**config.mk**
```make
export PLATFORM = sky130hd
export DESIGN_NAME = core_run_ctrl
export DESIGN_NICKNAME = d
export VERILOG_FILES = /design/src/rtl/run_ctrl_pkg.sv /design/src/rtl/run_ctrl_counters.sv /design/src/rtl/core_run_ctrl.sv
export SDC_FILE = /design/constraint.sdc
export NUM_CORES = 1
export LEC_CHECK = 0
export CAP_MARGIN = 20
export CORE_UTILIZATION = 42
export DETAILED_ROUTE_END_ITERATION = 6
export MAX_ROUTING_LAYER = met4
export PLACE_DENSITY_LB_ADDON = 0.25
export SKIP_LAST_GASP = 1
export SLEW_MARGIN = 10
export SYNTH_ARGS = -nofsm -noshare
export SYNTH_HDL_FRONTEND = slang
export SYNTH_SLANG_ARGS = --single-unit
export TNS_END_PERCENT = 20
```
**constraint.sdc**
```tcl
create_clock -name i_clock -period 2.88 [get_ports i_clock]
set_input_delay 0.864 -clock i_clock [delete_from_list [all_inputs] [get_ports i_clock]]
set_output_delay 0.864 -clock i_clock [all_outputs]
set_load 0.05 [all_outputs]
```
**src/rtl/run_ctrl_pkg.sv**
```systemverilog
// Shared encodings for the core run/step/halt controller.
package run_ctrl_pkg;

  typedef enum logic [1:0] {
    ST_HOLD = 2'd0,
    ST_HALT = 2'd1,
    ST_RUN  = 2'd2,
    ST_STEP = 2'd3
  } run_state_e;

  typedef enum logic [1:0] {
    OP_RUN  = 2'd0,
    OP_HALT = 2'd1,
    OP_STEP = 2'd2,
    OP_CLR  = 2'd3
  } cmd_op_e;

  typedef enum logic [1:0] {
    CAUSE_RESET = 2'd0,
    CAUSE_CMD   = 2'd1,
    CAUSE_BP    = 2'd2,
    CAUSE_CORE  = 2'd3
  } halt_cause_e;

  localparam int DEF_RESET_HOLD = 4;

endpackage

```
**src/rtl/run_ctrl_counters.sv**
```systemverilog
// Cycle and retired-instruction counters; a clear beats a same-cycle increment.
module run_ctrl_counters
  import run_ctrl_pkg::*;
#(
  parameter int CNT_W = 32
) (
  input  logic             i_clock,
  input  logic             i_reset,
  input  logic             i_cyc_inc,
  input  logic             i_ret_inc,
  input  logic             i_clr,
  output logic [CNT_W-1:0] o_cycle_cnt,
  output logic [CNT_W-1:0] o_retire_cnt
);

  logic [CNT_W-1:0] r_cyc;
  logic [CNT_W-1:0] r_ret;

  always_ff @(posedge i_clock or negedge i_reset) begin
    if (!i_reset) begin
      r_cyc <= '0;
      r_ret <= '0;
    end else if (i_clr) begin
      r_cyc <= '0;
      r_ret <= '0;
    end else begin
      if (i_cyc_inc) r_cyc <= r_cyc + CNT_W'(1);
      if (i_ret_inc) r_ret <= r_ret + CNT_W'(1);
    end
  end

  assign o_cycle_cnt  = r_cyc;
  assign o_retire_cnt = r_ret;

endmodule

```
**src/rtl/core_run_ctrl.sv**
```systemverilog
// Run/step/halt controller: reset sequencing, advance gating, breakpoints, counters.
// RUN_CTRL_AUTORUN_EN: when defined, HOLD exits straight to RUN instead of HALT.
module core_run_ctrl
  import run_ctrl_pkg::*;
#(
  parameter int PC_W       = 32,
  parameter int CNT_W      = 32,
  parameter int RESET_HOLD = DEF_RESET_HOLD
) (
  input  logic             i_clock,
  input  logic             i_reset,
  input  logic             i_cmd_valid,
  output logic             o_cmd_ready,
  input  logic [1:0]       i_cmd_op,
  input  logic             i_bp_en,
  input  logic [PC_W-1:0]  i_bp_addr,
  input  logic [PC_W-1:0]  i_core_pc,
  input  logic             i_core_halt_req,
  output logic             o_core_en,
  output logic             o_core_rst_n,
  output logic [1:0]       o_state,
  output logic [1:0]       o_halt_cause,
  output logic [CNT_W-1:0] o_cycle_cnt,
  output logic [CNT_W-1:0] o_retire_cnt
);

  localparam int HCW = (RESET_HOLD > 1) ? $clog2(RESET_HOLD) : 1;
  localparam logic [HCW-1:0] HOLD_LAST = HCW'(RESET_HOLD - 1);

  run_state_e       r_state, w_nxt_state;
  halt_cause_e      r_halt_cause, w_nxt_cause;
  logic             r_resume, w_nxt_resume;
  logic             r_cmd_ready;
  logic [HCW-1:0]   r_hold_cnt, w_nxt_hold;

  logic             w_accept, w_bp_hit, w_stop_bp, w_stop_req, w_clr;
  cmd_op_e          w_op;

  assign w_op     = cmd_op_e'(i_cmd_op);
  assign w_accept = i_cmd_valid & r_cmd_ready;
  assign w_bp_hit = i_bp_en & (i_core_pc == i_bp_addr);
  // The resume cycle masks stop sources so a halted core always makes progress.
  assign w_stop_bp  = w_bp_hit & ~r_resume;
  assign w_stop_req = i_core_halt_req & ~r_resume;
  assign w_clr      = w_accept & (w_op == OP_CLR);

  assign o_core_en = ((r_state == ST_RUN) & ~w_stop_bp & ~w_stop_req) |
                     (r_state == ST_STEP);
  assign o_core_rst_n = (r_state != ST_HOLD);

  always_comb begin
    w_nxt_state  = r_state;
    w_nxt_cause  = r_halt_cause;
    w_nxt_resume = 1'b0;
    w_nxt_hold   = r_hold_cnt;
    case (r_state)
      ST_HOLD: begin
        if (r_hold_cnt == HOLD_LAST) begin
`ifdef RUN_CTRL_AUTORUN_EN
          w_nxt_state  = ST_RUN;
          w_nxt_resume = 1'b1;
`else
          w_nxt_state  = ST_HALT;
`endif
        end else begin
          w_nxt_hold = r_hold_cnt + HCW'(1);
        end
      end
      ST_HALT: begin
        if (w_accept) begin
          case (w_op)
            OP_RUN: begin
              w_nxt_state  = ST_RUN;
              w_nxt_resume = 1'b1;
            end
            OP_STEP: w_nxt_state = ST_STEP;
            OP_HALT: w_nxt_cause = CAUSE_CMD;
            default: ;
          endcase
        end
      end
      ST_RUN: begin
        if (w_stop_bp) begin
          w_nxt_state = ST_HALT;
          w_nxt_cause = CAUSE_BP;
        end else if (w_stop_req) begin
          w_nxt_state = ST_HALT;
          w_nxt_cause = CAUSE_CORE;
        end else if (w_accept && (w_op == OP_HALT)) begin
          w_nxt_state = ST_HALT;
          w_nxt_cause = CAUSE_CMD;
        end
      end
      ST_STEP: begin
        w_nxt_state = ST_HALT;
        w_nxt_cause = CAUSE_RESET;
      end
      default: w_nxt_state = ST_HOLD;
    endcase
  end

  always_ff @(posedge i_clock or negedge i_reset) begin
    if (!i_reset) begin
      r_state      <= ST_HOLD;
      r_halt_cause <= CAUSE_RESET;
      r_resume     <= 1'b0;
      r_cmd_ready  <= 1'b0;
      r_hold_cnt   <= '0;
    end else begin
      r_state      <= w_nxt_state;
      r_halt_cause <= w_nxt_cause;
      r_resume     <= w_nxt_resume;
      r_cmd_ready  <= (w_nxt_state == ST_HALT) | (w_nxt_state == ST_RUN);
      r_hold_cnt   <= w_nxt_hold;
    end
  end

  assign o_state      = r_state;
  assign o_halt_cause = r_halt_cause;
  assign o_cmd_ready  = r_cmd_ready;

  run_ctrl_counters #(.CNT_W(CNT_W)) u_cnt (
    .i_clock      (i_clock),
    .i_reset      (i_reset),
    .i_cyc_inc    (o_core_rst_n),
    .i_ret_inc    (o_core_en),
    .i_clr        (w_clr),
    .o_cycle_cnt  (o_cycle_cnt),
    .o_retire_cnt (o_retire_cnt)
  );

endmodule

```
## After elaboration in Yosys (flattened, before gate mapping)

Cells that the tools add are included.
W data, S select, Z words.

- Word-level logic and storage cells: 65
- Output and inout bits: 71
- Input bits: 71
- Bits in registers: 72

- Muxes and demuxes: 20
- Bitwise operators: 13
- Eq/ne operators: 13
- $add $sub $neg: 3
- Reductions and logical operators: 9

Operators with widths:

| operator | number |
|---|---|
| $mux W32 | 4 |
| $add A32 B1 Y32 const B | 2 |
| $eq A32 B32 Y1 | 1 |
| $mux W2 | 10 |
| $eq A2 B2 Y1 const B | 6 |
| $pmux W2 S4 | 1 |
| $and A1 B1 Y1 | 7 |
| $eq A2 B1 Y1 const B | 3 |
| $pmux W2 S3 | 1 |
| $reduce_bool A2 Y1 | 3 |
| $logic_not A2 Y1 | 2 |
| $ne A2 B2 Y1 const B | 2 |
| $ne A4 B3 Y1 const B | 1 |
| $not A1 Y1 | 4 |
| $pmux W2 S2 | 1 |
| $reduce_and A4 Y1 | 1 |
| $mux W1 | 3 |
| $reduce_bool A3 Y1 | 1 |
| $add A2 B1 Y2 const B | 1 |
| $or A1 B1 Y1 | 2 |
| $reduce_and A2 Y1 | 1 |
| $logic_and A1 B1 Y1 | 1 |

## Logic depth before layout (Yosys ltp)

Gate-level depths: netlist (run 1).

- Word-level depth: 9
- Gate-level depth with buffers: 9

## Cells and area by module

Synthesis (run 1) repeated with hierarchy kept, for this count alone.

- Cells, all modules: 448
- Area total of the unflattened synthesis: 4175.3 µm²

By module, submodules not included:

| module | times used | cells an instance | area an instance (µm²) | sequential area each (µm²) |
|---|---|---|---|---|
| run_ctrl_counters | 1 | 352 | 3337.0 | 1601.5 |
| core_run_ctrl | 1 | 96 | 838.3 | 200.2 |

## Worst setup path before layout (run 1)

Ideal clock, no wire load.

- Path type: input to output
- Start point: input i_bp_addr[9]
- End point: output o_core_en
- Stages: 7
- Data arrival time: 2.342 ns
- Data required time: 2.016 ns
- Setup slack: -0.326 ns
- Buffers on the path: 2
- Path through: inv_1 -> o221a_2 -> nand4_1 -> nor4b_2 -> buf_4 -> buf_4 -> nor2_1

- Longest elaborated chain between the ends: 7

RTL lines:

| what | line | text |
|---|---|---|
| start: declaration | core_run_ctrl.sv:16 | `input logic [PC_W-1:0] i_bp_addr,` |
| $eq A32 B32 Y1 | core_run_ctrl.sv:41 | `assign w_bp_hit = i_bp_en & (i_core_pc == i_bp_addr);` |
| $and A1 B1 Y1 | core_run_ctrl.sv:41 |  |
| $and A1 B1 Y1 | core_run_ctrl.sv:43 | `assign w_stop_bp = w_bp_hit & ~r_resume;` |
| $not A1 Y1 | core_run_ctrl.sv:47 | `assign o_core_en = ((r_state == ST_RUN) & ~w_stop_bp & ~w_stop_req) \|` |
| $and A1 B1 Y1 (2 in a row) | core_run_ctrl.sv:47 |  |
| $or A1 B1 Y1 | core_run_ctrl.sv:47 |  |
| end: declaration | core_run_ctrl.sv:19 | `output logic o_core_en,` |

No other way between the ends.

## Worst setup path in the final report (run 1)

- Start point: input i_bp_addr[25]
- End point: output o_core_en

Same word-level chain as after synthesis.

==> impl_metrics.py, run 1 <==
metrics = {
    "power_and_ir_drop": {
        "combPwrFrac_pct": 33.8,
        "p_switching_mw": 1.164,
        "power_mw": 3.196,
        "p_sw_share_pct": 36.42,
        "p_int_mw": 2.032,
        "p_leak_nw": 2.618,
        "power.density_nw_per_um2": 527.0,
        "ir_drop_mv": 0.2962,
        "pwr-share-seq_pct": 38.1,
        "pwr-share-clk_pct": 28.1,
    },
    "place": {
        "post-place-ws_ns": -0.6997,
        "dp_hpwl_mm": 8.243,
        "place.gp.congestion": 0.8204,
        "io_buffers": 141,
    },
    "timing": {
        "hold_viol": 0,
        "slew_viol_final": 0,
        "hold_ws_ns": 0.4812,
        "relSlewSlack_pct": 64.83,
        "fmax_mhz": 311.8,
        "setup_viol": 1,
        "finalCriticalPeriod_ns": 3.207,
        "tightest_slew_ns": 0.5259,
        "layout_setup_ws_ns": -0.3273,
        "rsz0062_at_grt": "true",
        "post-route-period-util_pct": 111.4,
        "skew_ns": 0.007110,
    },
    "setup_path": {
        "critical_path_peak_fanout": 2,
        "start_kind": "input pin",
        "crit_path_max_incr_delay_ns": 0.42,
        "crit_required_ns": 2.02,
        "ff2ff_setup_slack_ns": 0.71,
        "r2r-start": "r_resume$_DFF_PN0_",
        "cp_slowest_cell": "nor4b_4",
        "path_class": "in -> out",
        "crit_path_end_kind": "output pin",
        "worstPathCellList": "buf_2, xor2_1, nor4_2, nand4_1, nor4b_4, nor2_4, buf_8",
        "crit_start": "i_bp_addr[25]",
        "cp.arrival_ns": 2.34,
    },
    "flow_run": {
        "drv_cap": 0,
    },
    "clock_network": {
        "clock_latency_ns": 0.34,
        "cts_tree": "yes",
        "cts-buffers-inserted": 9,
        "clkSinkCount": 72,
        "cts_root_buf": "clkbuf_8",
        "hold_buffers": 0,
        "cts_buffer_depth": 2,
        "h-tree-depth": 3,
        "cts.clk_slew.worst_paths_ns": 0.07,
    },
    "status": {
        "outcome": "finished, violations left",
        "failed_checks": "negative setup slack",
    },
    "drt": {
        "drt_iter0_drc": 157,
        "postRouteAntennaNets": 0,
        "vias": 4101,
        "drt-wirelength-per-cell_um": 14.87,
        "viasPerCell": 5.389,
        "first_pass_iters": 4,
        "routed_wirelength_mm": 11.32,
        "drc": 0,
    },
    "final_layout": {
        "drive_gt1_share_pct": 14.81,
        "final_nets": 697,
        "antenna_cells": 0,
        "area_delta_synth_final_pct": 42.94,
    },
    "synthesis": {
        "synth_edf_count": 0,
        "synth_nets": 539,
        "synth-seq-area-share_pct": 42.47,
        "synth_ff_type": "dfrtp_1",
        "synth_seq_cells": 72,
        "synth_area_per_cell_um2": 9.124,
        "ys_async_sr_fraction_pct": 100.0,
        "synth_cells": 465,
        "ys_warn_count": 0,
        "synth_cell_types": 42,
        "synth_area_um2": 4243,
    },
    "global_route": {
        "grt_pass1_vias": 3877,
        "grt_usage_pct": 22.61,
        "grt_antenna_before_repair": 0,
        "grt_pass1_wl_mm": 17.99,
        "grt_max_degree": 73,
        "grt.overflow.total": 0,
    },
    "floorplanning": {
        "ios": 142,
        "start_util_pct": 43.41,
        "row_count": 36,
        "die-height_um": 102.5,
        "dieWidth_um": 102.5,
        "core_area_um2": 9774,
        "dieArea_um2": 10510,
    },
    "min_path": {
        "hold_class": "reg -> reg",
        "hp-start": "r_hold_cnt[0]$_DFFE_PN0P_",
    },
}
cells in the final DEF (no fill, tap or decap), drive strengths merged, types with 15 or more instances in the layout:
cell type and instances:
clkdlybuf4s50 79, dfrtp 72, buf 57, nor2 43, nand2 41, xor2 39, a21oi 30, nand3 25
nand4 18, xnor2 17, clkdlybuf4s15 17, nand2b 15, mux2i 15
final cells by class:
type,instances,area (um2)
Clock buffer,11,141.4
Clock inverter,5,80.08
Fill cell,847,3710
Inverter,14,52.55
Multi-Input combinational cell,356,2323
Sequential cell,72,1802
Tap cell,133,166.4
Timing Repair Buffer,170,1499
power by group through the flow:
stage	logic [mW]	registers [mW]	clock network, mW
finish	1.08	1.22	0.899
global route	1.16	1.23	0.959
CTS	1.08	1.22	0.917
detailed placement	1.10	1.24	0
global placement	1.08	1.23	0
floorplan	0.390	1.50	0
synth_stat cells (6+ instances only):
library cell  instances  share of area (%)
o31ai_1              14                2.5
or4_1                14                2.5
nand3_1              25                2.9
o21ai_0              11                1.3
nand2b_1             15                2.2
nand2_1              41                3.6
nand4_1              18                2.7
mux2i_1              15                3.5
nor4_1                7                1.0
clkbuf_1             14                1.2
xnor2_1              17                3.5
xor2_1               39                8.1
dfrtp_1              72                 42
nor3_1               12                1.4
nor2_1               43                3.8
inv_1                14                1.2
and3_1               11                1.6
or3_1                 6               0.88
a21oi_1              30                3.5
per-layer routing:
layer | track usage [%] | vias up | share of wire (%) | routed length (um)
met5 | - | - | 0 | 0
met4 | 5.824 | 0 | 1.1 | 129
met3 | 5.356 | 12 | 7.2 | 820
met2 | 36.87 | 162 | 49 | 5547
met1 | 28.21 | 1958 | 43 | 4820
li1 | - | 1969 | - | -
worst max-delay path, delay by kind of cell:
family / cells / cell delay [ns]
simple gates: 4 / 1.07
buf+inv: 2 / 0.26
xor+xnor: 1 / 0.15
per-stage QoR:
step / cell area, um2 / TNS [ns] / cells / util (%)
floorplan: 4254 / -0.1834 / 465 / -
global placement: 5919 / -9.500 / 739 / 60.56
detailed placement: 5919 / -10.73 / 739 / 60.56
CTS: 6051 / -0.3191 / 760 / 61.90
global route: 6065 / -0.3876 / 761 / 62.05
finish: 6065 / -0.3273 / 761 / 62.05
timing repair:
item,4_1_cts,5_1_grt
pin swaps,37,9
gates resized for setup,152,8
endpoints found under the setup margin,8,1
buffers inserted,5,1
flip-flops by register name, indices dropped and copies added, names as in the netlist:
signal,count
o_state,2
r_hold_cnt,2
u_cnt.o_cycle_cnt,32
o_halt_cause,2
u_cnt.o_retire_cnt,32
r_resume,1
o_cmd_ready,1
cells by family (layout without fill, tap and decap cells):
kind of cell               count (synthesis)  after routing  share of synthesized area (%)
AOI/OAI and AO/OA                         68             68                          9.997
xor gates and xnor gates                  56             56                          11.56
adders and majority gates                  3              3                         0.8848
buffers and inverters                     37            200                          3.775
DFF                                       72             72                          42.47
muxes                                     16             16                          3.804
and+or+nand+nor                          213            213                          27.51
worst paths after layout:
kind,end,cells past startpoint
worst max-delay path,o_core_en,7
worst min-delay path,r_hold_cnt[0]$_DFFE_PN0P_,1
worst max register to register,u_cnt.o_retire_cnt[5]$_DFFE_PN0P_,7
worst min register to register,r_hold_cnt[0]$_DFFE_PN0P_,1
max in group asynchronous,u_cnt.o_retire_cnt[24]$_DFFE_PN0P_,2
min in group asynchronous,u_cnt.o_cycle_cnt[25]$_DFFE_PN0P_,2
(Power assumes the default switching activity.)
==> run 2: changes to the inputs <==
--- a/config.mk
+++ b/config.mk
@@ -6,12 +6,12 @@
 export NUM_CORES = 1
 export LEC_CHECK = 0
 export CAP_MARGIN = 20
-export CORE_UTILIZATION = 42
+export CORE_UTILIZATION = 46
 export DETAILED_ROUTE_END_ITERATION = 6
 export MAX_ROUTING_LAYER = met4
 export PLACE_DENSITY_LB_ADDON = 0.25
 export SKIP_LAST_GASP = 1
-export SLEW_MARGIN = 10
+export SLEW_MARGIN = 20
 export SYNTH_ARGS = -nofsm -noshare
 export SYNTH_HDL_FRONTEND = slang
 export SYNTH_SLANG_ARGS = --single-unit
==> constraint.sdc (replaced) <==
create_clock -name i_clock -period 3.5 [get_ports i_clock]
set_input_delay 1.05 -clock i_clock [delete_from_list [all_inputs] [get_ports i_clock]]
set_output_delay 1.05 -clock i_clock [all_outputs]
set_load 0.1 [all_outputs]
==> run 2 against run 1 <==
Against the previous run:
- clock skew up 0.0034 ns
- flip-flop and latch count unchanged
- critical path type unchanged
- the flow finishes with violations (design-rule violations, negative setup slack)
- worst setup slack better by 0.23 ns
- cell count down 3.3%
- global-route usage up 2.5 points
- routed wire length up 0.58%
- sequential share of layout area up 0.84 points
- largest cell class unchanged
- first-iteration DRC count down 5.1%
- combinational power up 5%
- critical path depth up 1
==> impl_metrics.py, run 2 (same netlist as run 1, synthesis figures left out) <==
metrics = {
    "setup_path": {
        "worstRegToRegCells": 5,
        "path_class": "in -> out",
        "critical_path_peak_fanout": 2,
        "crit_start": "i_bp_addr[16]",
        "crit_required_ns": 2.45,
        "worstReg2RegEnd": "u_cnt.o_retire_cnt[29]$_DFFE_PN0P_",
        "crit_path_end_kind": "output pin",
        "ff2ff_setup_slack_ns": 1.19,
        "start_kind": "input pin",
        "r2r-start": "u_cnt.o_retire_cnt[5]$_DFFE_PN0P_",
        "cp.arrival_ns": 2.54,
    },
    "clock_network": {
        "cts_buffer_depth": 2,
        "cts_root_buf": "clkbuf_8",
        "cts.clk_slew.worst_paths_ns": 0.08,
        "cts-buffers-inserted": 9,
        "h-tree-depth": 3,
        "clock_latency_ns": 0.35,
        "cts_tree": "yes",
        "clkSinkCount": 72,
    },
    "final_layout": {
        "multi_input_area_um2": 2377,
        "final_nets": 697,
        "final-seq-area_um2": 1802,
        "area_delta_synth_final_pct": 39.02,
        "fin_area_um2": 5898,
        "layoutNonFillerInstCount": 736,
        "drive_gt1_share_pct": 28.34,
        "antenna_cells": 0,
        "final_cell_mix": "buf_4, dfrtp_1, nand2_1, nor2_1, xor2_1",
        "fillers": 731,
        "layout_commonest_cell": "buf_4",
    },
    "power_and_ir_drop": {
        "p_leak_nw": 2.769,
        "power.density_nw_per_um2": 490.7,
        "p_switching_mw": 1.266,
        "power_mw": 2.894,
        "p_int_mw": 1.628,
        "pwr-share-clk_pct": 25.6,
        "pwr-share-seq_pct": 35.3,
        "ir_drop_mv": 0.3055,
        "combPwrFrac_pct": 39.1,
        "p_sw_share_pct": 43.74,
    },
    "place": {
        "post-place-ws_ns": -0.4899,
        "io_buffers": 141,
        "placed_cells": 706,
        "place.gp.congestion": 0.9238,
        "dp_hpwl_mm": 8.107,
        "placed_cell_area_um2": 5640,
    },
    "floorplanning": {
        "start_util_pct": 48.18,
        "dieWidth_um": 98.04,
        "die-height_um": 98.04,
        "ios": 142,
        "row_count": 34,
        "core_area_um2": 8806,
        "dieArea_um2": 9612,
    },
    "drt": {
        "postRouteAntennaNets": 0,
        "viasPerCell": 5.496,
        "drt-wirelength-per-cell_um": 15.47,
        "first_pass_iters": 6,
        "routed_wirelength_mm": 11.38,
        "drc": 4,
        "vias": 4045,
        "drt_iter0_drc": 149,
    },
    "min_path": {
        "min_path_cells": 1,
        "hold_path_end": "r_hold_cnt[0]$_DFFE_PN0P_",
        "hold_class": "reg -> reg",
        "hp-start": "r_hold_cnt[0]$_DFFE_PN0P_",
    },
    "timing": {
        "finalCriticalPeriod_ns": 3.595,
        "tightest_slew_ns": 0.9194,
        "layout_setup_ws_ns": -0.09486,
        "tns_ns": -0.09486,
        "fmax_mhz": 278.2,
        "slew_viol_final": 0,
        "relSlewSlack_pct": 38.71,
        "rsz0062_at_grt": "true",
        "hold_viol": 0,
        "skew_ns": 0.01054,
        "setup_viol": 1,
        "post-route-period-util_pct": 102.7,
    },
    "global_route": {
        "grt.overflow.total": 0,
        "grt_pass1_wl_mm": 18.89,
        "grt_antenna_before_repair": 0,
        "grt_pass1_vias": 3955,
        "grt_max_degree": 73,
        "grt_usage_pct": 25.15,
    },
    "flow_run": {
        "drv_cap": 0,
    },
    "status": {
        "outcome": "finished, violations left",
        "failed_checks": "design-rule violations, negative setup slack",
    },
}
run 2: changes by cell type in the layout (fill, tap and decap cells not counted), moves of 3 or more:
cell and delta:
buf_4 +71, nor4_2 +3, a21oi_2 +3, a21oi_1 -4, buf_2 -5, clkdlybuf4s15_1 -3
clkdlybuf4s50_1 -75, clkbuf_2 +7, dlymetal6s2s_1 +3, buf_6 +4
run 2: metrics by stage:
stage          utilization [%]  hold WS, ns
5_1_grt                  66.98       0.5015
2_1_floorplan                -       0.4480
3_5_place_dp             64.05       0.4743
6_report                 66.98       0.4867
3_3_place_gp             64.05       0.4610
4_1_cts                  66.07       0.4886
run 2: what timing repair did:
action | in CTS | in global routing
pin swaps | 37 | 21
setup endpoints to repair | 1 | 11
hold endpoints to repair | 0 | 0
gates cloned | 0 | 0
gates resized for setup | 142 | 40
hold buffers | 0 | 0
setup buffers | 11 | 3
run 2: layer usage:
metal / part of all wire, % / vias to the layer above / GRT usage [%]
met4: 0.75 / 0 / 7.809
met5: 0 / - / -
met3: 4.8 / 4 / 3.579
met1: 43 / 1945 / 31.28
met2: 52 / 121 / 42.36
li1: - / 1975 / -
run 2: area by class of cell:
| type | count | share of cell area, % |
|---|---|---|
| Timing Repair Buffer | 170 | 22.23 |
| Multi-Input combinational cell | 356 | 40.31 |
| Clock buffer | 10 | 2.164 |
| Tap cell | 108 | 2.291 |
| Inverter | 14 | 0.8910 |
| Clock inverter | 6 | 1.570 |
| Sequential cell | 72 | 30.55 |
run 2: how the worst max path moves through the flow:
stage                end  slack [ns]  depth (start not counted)
2_1_floorplan  o_core_en        0.05                          7
3_3_place_gp   o_core_en       -0.49                          7
3_5_place_dp   o_core_en       -0.49                          7
4_1_cts        o_core_en       -0.11                          7
5_1_grt        o_core_en       -0.18                          7
6_report       o_core_en       -0.09                          8
run 2: critical path, stage by stage:
cell             delay [ns]
clkdlybuf4s15_1        0.17
xor2_1                 0.13
nor4_1                 0.25
nand4_1                0.13
buf_4                  0.17
nor4b_4                0.38
nor2_4                 0.08
buf_12                 0.18
run 2: power by group through the flow:
stage          logic, mW  clock network, mW  registers, mW
3_5_place_dp        1.13                  0           1.03
3_3_place_gp        1.11                  0           1.03
2_1_floorplan      0.349                  0           1.48
6_report            1.13              0.740           1.02
5_1_grt             1.20              0.777           1.03
4_1_cts             1.12              0.750           1.02
==> run 3: changes to the inputs <==
--- a/config.mk
+++ b/config.mk
@@ -15,4 +15,3 @@
 export SYNTH_ARGS = -nofsm -noshare
 export SYNTH_HDL_FRONTEND = slang
 export SYNTH_SLANG_ARGS = --single-unit
-export TNS_END_PERCENT = 20
==> run 3 against run 2 <==
Against the previous run:
- the flow still finishes with violations (design-rule violations, negative setup slack)
- critical path depth did not move
- register-to-register slack barely moved
- global-route usage unchanged
- clock skew unchanged
- combinational power hardly changed
- core utilization did not move
==> impl_metrics.py, run 3 (same netlist as run 1, synthesis figures left out) <==
metrics = {
    "clock_network": {
        "cts.clk_slew.worst_paths_ns": 0.08,
        "cts_tree": "yes",
        "h-tree-depth": 3,
        "clock_latency_ns": 0.35,
        "cts_buffer_depth": 2,
        "cts_root_buf": "clkbuf_8",
        "cts-buffers-inserted": 9,
        "clkSinkCount": 72,
    },
    "final_layout": {
        "drive_gt1_share_pct": 28.34,
        "utilization_pct": 66.98,
        "final_cell_mix": "buf_4, dfrtp_1, nand2_1, nor2_1, xor2_1",
        "area_delta_synth_final_pct": 39.02,
        "final_nets": 697,
        "layout_commonest_cell": "buf_4",
        "antenna_cells": 0,
    },
    "global_route": {
        "grt_pass1_wl_mm": 18.89,
        "grt_antenna_before_repair": 0,
        "grt_max_degree": 73,
        "grt_usage_pct": 25.15,
        "grt_pass1_vias": 3955,
        "grt.overflow.total": 0,
    },
    "setup_path": {
        "start_kind": "input pin",
        "ff2ff_setup_slack_ns": 1.19,
        "crit_path_max_incr_delay_ns": 0.38,
        "worstPathCellList": "clkdlybuf4s15_1, xor2_1, nor4_1, nand4_1, buf_4, nor4b_4, nor2_4, buf_12",
        "cp.arrival_ns": 2.54,
        "critical_path_peak_fanout": 2,
        "path_class": "in -> out",
        "worstReg2RegEnd": "u_cnt.o_retire_cnt[29]$_DFFE_PN0P_",
        "cp_slowest_cell": "nor4b_4",
        "crit_required_ns": 2.45,
        "r2r-start": "u_cnt.o_retire_cnt[5]$_DFFE_PN0P_",
        "crit_path_end_kind": "output pin",
        "worstRegToRegCells": 5,
    },
    "drt": {
        "drt_iter0_drc": 149,
        "m1WireLength_mm": 4.869,
        "met3_length_um": 541,
        "drc": 4,
        "routed_wirelength_mm": 11.38,
        "drt-wirelength-per-cell_um": 15.47,
        "highest_layer": "met4",
        "dr_wl_met2_mm": 5.886,
        "viasPerCell": 5.496,
        "first_pass_iters": 6,
        "postRouteAntennaNets": 0,
        "vias": 4045,
    },
    "floorplanning": {
        "core_area_um2": 8806,
        "ios": 142,
        "dieArea_um2": 9612,
        "row_count": 34,
        "start_util_pct": 48.18,
        "dieWidth_um": 98.04,
        "die-height_um": 98.04,
    },
    "place": {
        "io_buffers": 141,
        "dp_hpwl_mm": 8.107,
        "place.gp.congestion": 0.9238,
    },
    "timing": {
        "tns_ns": -0.09486,
        "rsz0062_at_grt": "true",
        "hold_viol": 0,
        "layout_setup_ws_ns": -0.09486,
        "post-route-period-util_pct": 102.7,
        "tightest_slew_ns": 0.9194,
        "fmax_mhz": 278.2,
        "finalCriticalPeriod_ns": 3.595,
        "relSlewSlack_pct": 38.71,
        "skew_ns": 0.01054,
        "slew_viol_final": 0,
        "setup_viol": 1,
    },
    "min_path": {
        "min_path_cells": 1,
        "hold_class": "reg -> reg",
        "hold_path_end": "r_hold_cnt[0]$_DFFE_PN0P_",
        "hp-start": "r_hold_cnt[0]$_DFFE_PN0P_",
    },
    "power_and_ir_drop": {
        "power.density_nw_per_um2": 490.7,
        "p_leak_nw": 2.769,
        "power_mw": 2.894,
        "ir_drop_mv": 0.3055,
    },
    "status": {
        "failed_checks": "design-rule violations, negative setup slack",
        "outcome": "finished, violations left",
    },
    "flow_run": {
        "drv_cap": 0,
    },
}
-- run 3: where the power goes --
group          total, mW  internal [mW]  switching [mW]
Sequential          1.02          0.913           0.109
Clock              0.740          0.406           0.335
Combinational       1.13          0.310           0.821
-- run 3: how the worst max path moves through the flow --
stage                     cells after the start     startpoint        end  slack (ns)
after floorplan                               7  i_bp_addr[26]  o_core_en        0.05
after global placement                        7  i_bp_addr[31]  o_core_en       -0.49
after detailed placement                      7  i_bp_addr[31]  o_core_en       -0.49
after CTS                                     7  i_core_pc[11]  o_core_en       -0.11
after global routing                          7  i_bp_addr[25]  o_core_en       -0.18
final                                         8  i_bp_addr[16]  o_core_en       -0.09
-- run 3: layout make-up --
class,count,area [um2]
Timing Repair Buffer,170,1311
Tap cell,108,135.1
Multi-Input combinational cell,356,2377
Inverter,14,52.55
Clock buffer,10,127.6
Sequential cell,72,1802
Fill cell,731,2908
Clock inverter,6,92.59
-- run 3: layer usage --
layer  vias up  global-route usage, %
met5         -                      -
li1       1975                      -
met4         0                  7.809
met3         4                  3.579
met2       121                  42.36
met1      1945                  31.28
-- run 3: metrics by stage --
step | setup WS [ns] | hold slack, ns | instances | area, um2
CTS | -0.1129 | 0.4886 | 733 | 5818
global placement | -0.4923 | 0.4610 | 706 | 5640
detailed placement | -0.4899 | 0.4743 | 706 | 5640
global route | -0.1755 | 0.5015 | 736 | 5898
floorplan | 0.04817 | 0.4480 | 465 | 4250
finish | -0.09486 | 0.4867 | 736 | 5898
-- run 3: worst max-delay path, delay by kind of cell --
kind	cells	cell delay (ns)
AND/OR/NAND/NOR	4	0.84
buffers and inverters	3	0.52
XOR/XNOR	1	0.13
-- run 3: what timing repair did --
action,in CTS,in global routing
gates resized for setup,142,40
pin swaps,37,22
hold buffers,0,0
buffers inserted,11,3
setup endpoints to repair,1,11
